$ cat src/rtl/mod_hazard_ctrl.sv
// Pipeline hazard controller: load-use interlock, taken-branch flush and a
// data-memory handshake FSM (IDLE/WAIT/FAULT) that freezes the whole pipe
// while an access is outstanding and latches a sticky fault on timeout.

`ifndef REG_ADDR_WIDTH
`define REG_ADDR_WIDTH 5
`endif

module mod_hazard_ctrl #(
    parameter int TIMEOUT_CYC = 16,
    parameter int CNT_W       = 16
) (
    input  logic                       clk_i,
    input  logic                       rst_ni,
    input  logic [`REG_ADDR_WIDTH-1:0] id_rs1_i,
    input  logic [`REG_ADDR_WIDTH-1:0] id_rs2_i,
    input  logic                       id_rs1_used_i,
    input  logic                       id_rs2_used_i,
    input  logic [`REG_ADDR_WIDTH-1:0] ex_rd_i,
    input  logic                       ex_mem_read_i,
    input  logic                       ex_branch_taken_i,
    input  logic                       mem_req_i,
    input  logic                       dmem_ack_i,
    output logic                       dmem_req_o,
    output logic                       stall_pc_o,
    output logic                       stall_if2id_o,
    output logic                       stall_id2ex_o,
    output logic                       stall_ex2mem_o,
    output logic                       stall_mem2wb_o,
    output logic                       flush_if2id_o,
    output logic                       flush_id2ex_o,
    output logic                       mem_fault_o,
    output logic [CNT_W-1:0]           stall_cnt_o
);

    typedef enum logic [1:0] {
        ST_IDLE  = 2'd0,
        ST_WAIT  = 2'd1,
        ST_FAULT = 2'd2
    } mem_state_e;

    // TIMEOUT_CYC is at most 255, so an 8-bit wait counter always suffices.
    localparam int         WCW       = 8;
    localparam logic [WCW-1:0] WAIT_LAST = WCW'(TIMEOUT_CYC - 1);

    mem_state_e       state_q, state_d;
    logic [WCW-1:0]   wait_cnt_q, wait_cnt_d;
    logic [CNT_W-1:0] stall_cnt_q, stall_cnt_d;

    logic mem_busy;
    logic load_use;

    // Memory FSM next state, request output and busy indication.
    always_comb begin
        state_d    = state_q;
        wait_cnt_d = wait_cnt_q;
        dmem_req_o = 1'b0;
        unique case (state_q)
            ST_IDLE: begin
                dmem_req_o = mem_req_i;
                if (mem_req_i && !dmem_ack_i) begin
                    state_d    = ST_WAIT;
                    wait_cnt_d = '0;
                end
            end
            ST_WAIT: begin
                dmem_req_o = 1'b1;
                // An ack on the final allowed cycle still completes the access.
                if (dmem_ack_i) begin
                    state_d = ST_IDLE;
                end else if (wait_cnt_q == WAIT_LAST) begin
                    state_d = ST_FAULT;
                end else begin
                    wait_cnt_d = wait_cnt_q + 1'b1;
                end
            end
            ST_FAULT: begin
                dmem_req_o = 1'b0;
            end
            default: begin
                state_d = ST_IDLE;
            end
        endcase
        mem_busy = (dmem_req_o && !dmem_ack_i) || (state_q == ST_FAULT);
    end

    // Load-use detection against the load currently in EX; x0 never hazards.
    always_comb begin
        load_use = ex_mem_read_i && (ex_rd_i != '0) &&
                   ((id_rs1_used_i && (id_rs1_i == ex_rd_i)) ||
                    (id_rs2_used_i && (id_rs2_i == ex_rd_i)));
    end

    // Stall/flush priority: memory busy > taken branch > load-use.
    always_comb begin
        stall_pc_o     = 1'b0;
        stall_if2id_o  = 1'b0;
        stall_id2ex_o  = 1'b0;
        stall_ex2mem_o = 1'b0;
        stall_mem2wb_o = 1'b0;
        flush_if2id_o  = 1'b0;
        flush_id2ex_o  = 1'b0;
        if (mem_busy) begin
            // EX is frozen too, so a pending branch is simply seen again later.
            stall_pc_o     = 1'b1;
            stall_if2id_o  = 1'b1;
            stall_id2ex_o  = 1'b1;
            stall_ex2mem_o = 1'b1;
            stall_mem2wb_o = 1'b1;
        end else if (ex_branch_taken_i) begin
            flush_if2id_o = 1'b1;
            flush_id2ex_o = 1'b1;
        end else if (load_use) begin
            stall_pc_o    = 1'b1;
            stall_if2id_o = 1'b1;
            flush_id2ex_o = 1'b1;
        end
    end

    // Saturating count of cycles in which the PC was held.
    always_comb begin
        stall_cnt_d = stall_cnt_q;
        if (stall_pc_o && (stall_cnt_q != {CNT_W{1'b1}})) begin
            stall_cnt_d = stall_cnt_q + 1'b1;
        end
    end

    // State registers; reset abandons any access in flight.
    always_ff @(posedge clk_i or negedge rst_ni) begin
        if (!rst_ni) begin
            state_q     <= ST_IDLE;
            wait_cnt_q  <= '0;
            stall_cnt_q <= '0;
        end else begin
            state_q     <= state_d;
            wait_cnt_q  <= wait_cnt_d;
            stall_cnt_q <= stall_cnt_d;
        end
    end

    assign mem_fault_o = (state_q == ST_FAULT);
    assign stall_cnt_o = stall_cnt_q;

endmodule

$ cat config.mk
export PLATFORM = sky130hd
export DESIGN_NAME = mod_hazard_ctrl
export DESIGN_NICKNAME = d
export VERILOG_FILES = /design/src/rtl/mod_hazard_ctrl.sv
export SDC_FILE = /design/constraint.sdc
export NUM_CORES = 1
export LEC_CHECK = 0
export CORE_MARGIN = 5
export CORE_UTILIZATION = 45
export CTS_BUF_LIST = sky130_fd_sc_hd__clkbuf_8
export DETAILED_ROUTE_END_ITERATION = 10
export DONT_BUFFER_PORTS = 1
export PLACE_DENSITY = 0.7
export REMOVE_ABC_BUFFERS = 1
export SKIP_LAST_GASP = 1
export SLEW_MARGIN = 15
export SYNTH_ARGS = -nofsm -noshare
export SYNTH_HDL_FRONTEND = slang
export SYNTH_SLANG_ARGS = --single-unit
$ cat constraint.sdc
create_clock -name clk_i -period 1.7 [get_ports clk_i]
set_input_delay 0.34 -clock clk_i [delete_from_list [all_inputs] [get_ports clk_i]]
set_output_delay 0.34 -clock clk_i [all_outputs]
set_load 0.05 [all_outputs]
==> results.py <==
metrics = {
    "cells_and_area": {
        "fin_util_pct": 70.9,
        "fin_cells": 256,
        "mostFrequentLayoutCells": "buf_4, dfrtp_1, xnor2_1, xor2_1, nor2_1",
        "diodes": 0,
        "drive_gt1_share_pct": 50.0,
        "syn_to_final_growth_pct": 52.8,
        "finalNetCount": 237,
        "final_common_cell": "buf_4",
    },
    "worst_setup_path": {
        "timing.rr.start": "state_q[1]$_DFFE_PN0P_",
        "path_class": "flip-flop to flip-flop",
        "endpoint": "wait_cnt_q[3]$_DFFE_PN0P_",
        "end_kind": "flip-flop",
        "rr_worst_depth": 8,
        "worstPathMaxFanout": 5,
        "worstPathRequired_ns": 1.86,
        "cp-start-kind": "flip-flop",
        "rr_endpoint": "wait_cnt_q[3]$_DFFE_PN0P_",
        "reg2reg_slack_ns": -0.23,
        "critPathLaunch": "state_q[1]$_DFFE_PN0P_",
        "worst_ep_arrival_time_ns": 2.09,
    },
    "yosys": {
        "syn_area_per_cell_um2": 10.0,
        "ys_ff_latch": 26,
        "syn_area_mm2": 0.00154,
        "ys.flop_type": "dfrtp_1",
        "yosys_warnings": 0,
        "seq_area_frac_synth_pct": 42.3,
        "async_flop_share_pct": 100,
        "synth_cells": 153,
        "yosysUniqueCellTypes": 41,
        "synth_edf_count": 0,
    },
    "detailed_routing": {
        "finalWirelength_mm": 4.62,
        "post_drt_wl_per_cell_um": 18.1,
        "drtPass1Iterations": 4,
        "drt_first_iter_violations": 58,
        "vias_per_cell": 5.53,
        "drc": 0,
        "ant_nets": 0,
        "routed-via-count": 1415,
    },
    "power_and_ir_drop": {
        "p_comb_share_pct": 62.3,
        "ir_worst_vdd_v": 0.000543,
        "p_sw_share_pct": 50.0,
        "power_frac_seq_pct": 27.4,
        "p_per_area_mw_per_mm2": 1430,
        "pwr-share-clk_pct": 10.3,
        "leakage_uw": 0.000983,
        "p_int_uw": 1680,
        "power_switching_uw": 1680,
    },
    "sta": {
        "min_period_over_period_pct": 114,
        "timing.final.max_slew_violations": 0,
        "tightestPinTransition_ns": 0.418,
        "fin_setup_tns_ns": -4.29,
        "max_freq_mhz": 518,
        "timing.final.crit_period_ns": 1.93,
        "setup_ws_ns": -0.230,
        "skew_ns": 0.00113,
        "finalSetupViolCount": 29,
        "slew_headroom_pct": 72.1,
        "hold_slack_ns": 0.308,
        "hold_violations": 0,
        "grt_setup_unrepaired": "true",
    },
    "floorplanning": {
        "die-area_mm2": 0.00468,
        "die_w_um": 68.4,
        "ios": 48,
        "initial_core_util_pct": 46.4,
        "die_y_um": 68.4,
        "core_mm2": 0.00331,
        "core.rowCount": 21,
    },
    "clock_tree": {
        "clock_path_buffers": 2,
        "cts-buffers-inserted": 3,
        "insertion_delay_ns": 0.27,
        "cts_root_buf": "clkbuf_8",
        "htree_levels": 1,
        "clkSinkCount": 26,
        "clk_pin_slew_ns": 0.08,
        "cts_tree": "done",
    },
    "grt": {
        "gr-total-overflow": 0,
        "grt_first_pass_wirelength_mm": 6.95,
        "first_global_vias": 1551,
        "grt_max_degree": 27,
        "antenna_found_initial": 0,
        "grt_use_total_pct": 20.2,
    },
    "flow_run": {
        "cap_violations": 0,
    },
    "run_status": {
        "run_status": "complete, but fails checks",
        "violations": "negative setup slack",
    },
    "placed_design": {
        "dp_cells": 244,
        "place_congestion": 0.864,
        "numPortBuffers": 0,
        "dp_hpwl_mm": 3.06,
    },
    "min_path": {
        "hp-class": "input port to flip-flop",
    },
}
[state kept, by name (all words and copies together), names as in the netlist]
signal and flops:
stall_cnt_o 16, wait_cnt_q 8, state_q 2
[cells in the mapped netlist (2+ instances only)]
cell type / instances / area share (%)
a21oi_2: 3 / 1.7
and2_1: 2 / 0.81
and3_1: 4 / 1.6
buf_4: 3 / 1.5
dfrtp_1: 26 / 42
ha_1: 2 / 1.6
inv_1: 6 / 1.5
nand2_1: 10 / 2.4
nand3_1: 7 / 2.3
nand4_1: 7 / 2.9
nor2_1: 17 / 4.2
nor3_1: 5 / 1.6
nor4_1: 3 / 1.2
nor4b_2: 2 / 2.0
o21ai_0: 2 / 0.65
xnor2_1: 17 / 9.7
xor2_1: 13 / 7.4
[logic make-up (layout without fill, tap and decap cells)]
family                   count (synthesis)  count (layout)  share of synthesized area (%)
AND/OR/NAND/NOR                         67              67                           24.4
XOR/XNOR                                30              30                           17.1
flip-flops                              26              26                           42.3
AO/OA/AOI/OAI                           16              16                           9.61
buffers and inverters                   10              67                           3.18
adder cells (fa/ha/maj)                  2               2                           1.63
multiplexers                             2               2                           1.71
[power by group through the flow]
stage | sequential, µW | combinational [µW] | clock [µW]
2_1_floorplan | 1510 | 507 | 0
3_3_place_gp | 901 | 1680 | 0
3_5_place_dp | 917 | 1730 | 0
4_1_cts | 908 | 1950 | 345
5_1_grt | 938 | 2190 | 371
6_report | 919 | 2090 | 344
[worst max-delay path, cell delays in order (launching register included)]
cell and delay [ns]:
dfrtp_2 0.45, buf_4 0.16, or3b_4 0.42, a31o_4 0.23, a21oi_4 0.17, buf_6 0.12
buf_6 0.08, xnor2_1 0.12, nor2_1 0.07
[how the worst min path moves through the flow]
stage | from | endpoint | slack (ns) | cells after the start
CTS | dmem_ack_i | state_q[1]$_DFFE_PN0P_ | 0.31 | 2
detailed placement | rst_ni | wait_cnt_q[1]$_DFFE_PN0P_ | 0.05 | 0
global placement | rst_ni | wait_cnt_q[1]$_DFFE_PN0P_ | 0.05 | 0
floorplan | rst_ni | stall_cnt_o[0]$_DFFE_PN0P_ | 0.04 | 0
global route | dmem_ack_i | state_q[1]$_DFFE_PN0P_ | 0.32 | 2
finish | dmem_ack_i | state_q[1]$_DFFE_PN0P_ | 0.31 | 2
[repair_timing]
item	CTS	global route
setup buffers	5	5
pin swaps	21	17
hold buffers	2	0
gates resized for setup	41	15
setup endpoints to repair	28	29
hold endpoints to repair	26	0
[stage by stage]
step,cell area (µm²),power [µW],worst slack (ns)
final,2350,3350,-0.230
after global routing,2350,3500,-0.301
after CTS,2250,3200,-0.209
after detailed placement,1960,2650,-0.244
after global placement,1960,2580,-0.238
after floorplan,1510,2010,-1.05
[metal layers]
metal	part of all wire [%]	vias up	track usage, %
li1	-	646	-
met4	3.2	0	9.18
met3	8.5	13	4.76
met2	55	73	37.7
met5	0	-	0
met1	33	683	21.0
[cell type report]
cell class / count / area, µm²
flip-flops and latches: 26 / 652
repair buffers: 58 / 514
inverters: 6 / 22.5
multi-input cells: 117 / 1060
well taps: 46 / 57.6
fillers: 211 / 962
clock buffers: 3 / 41.3
(Power assumes the default switching activity.)
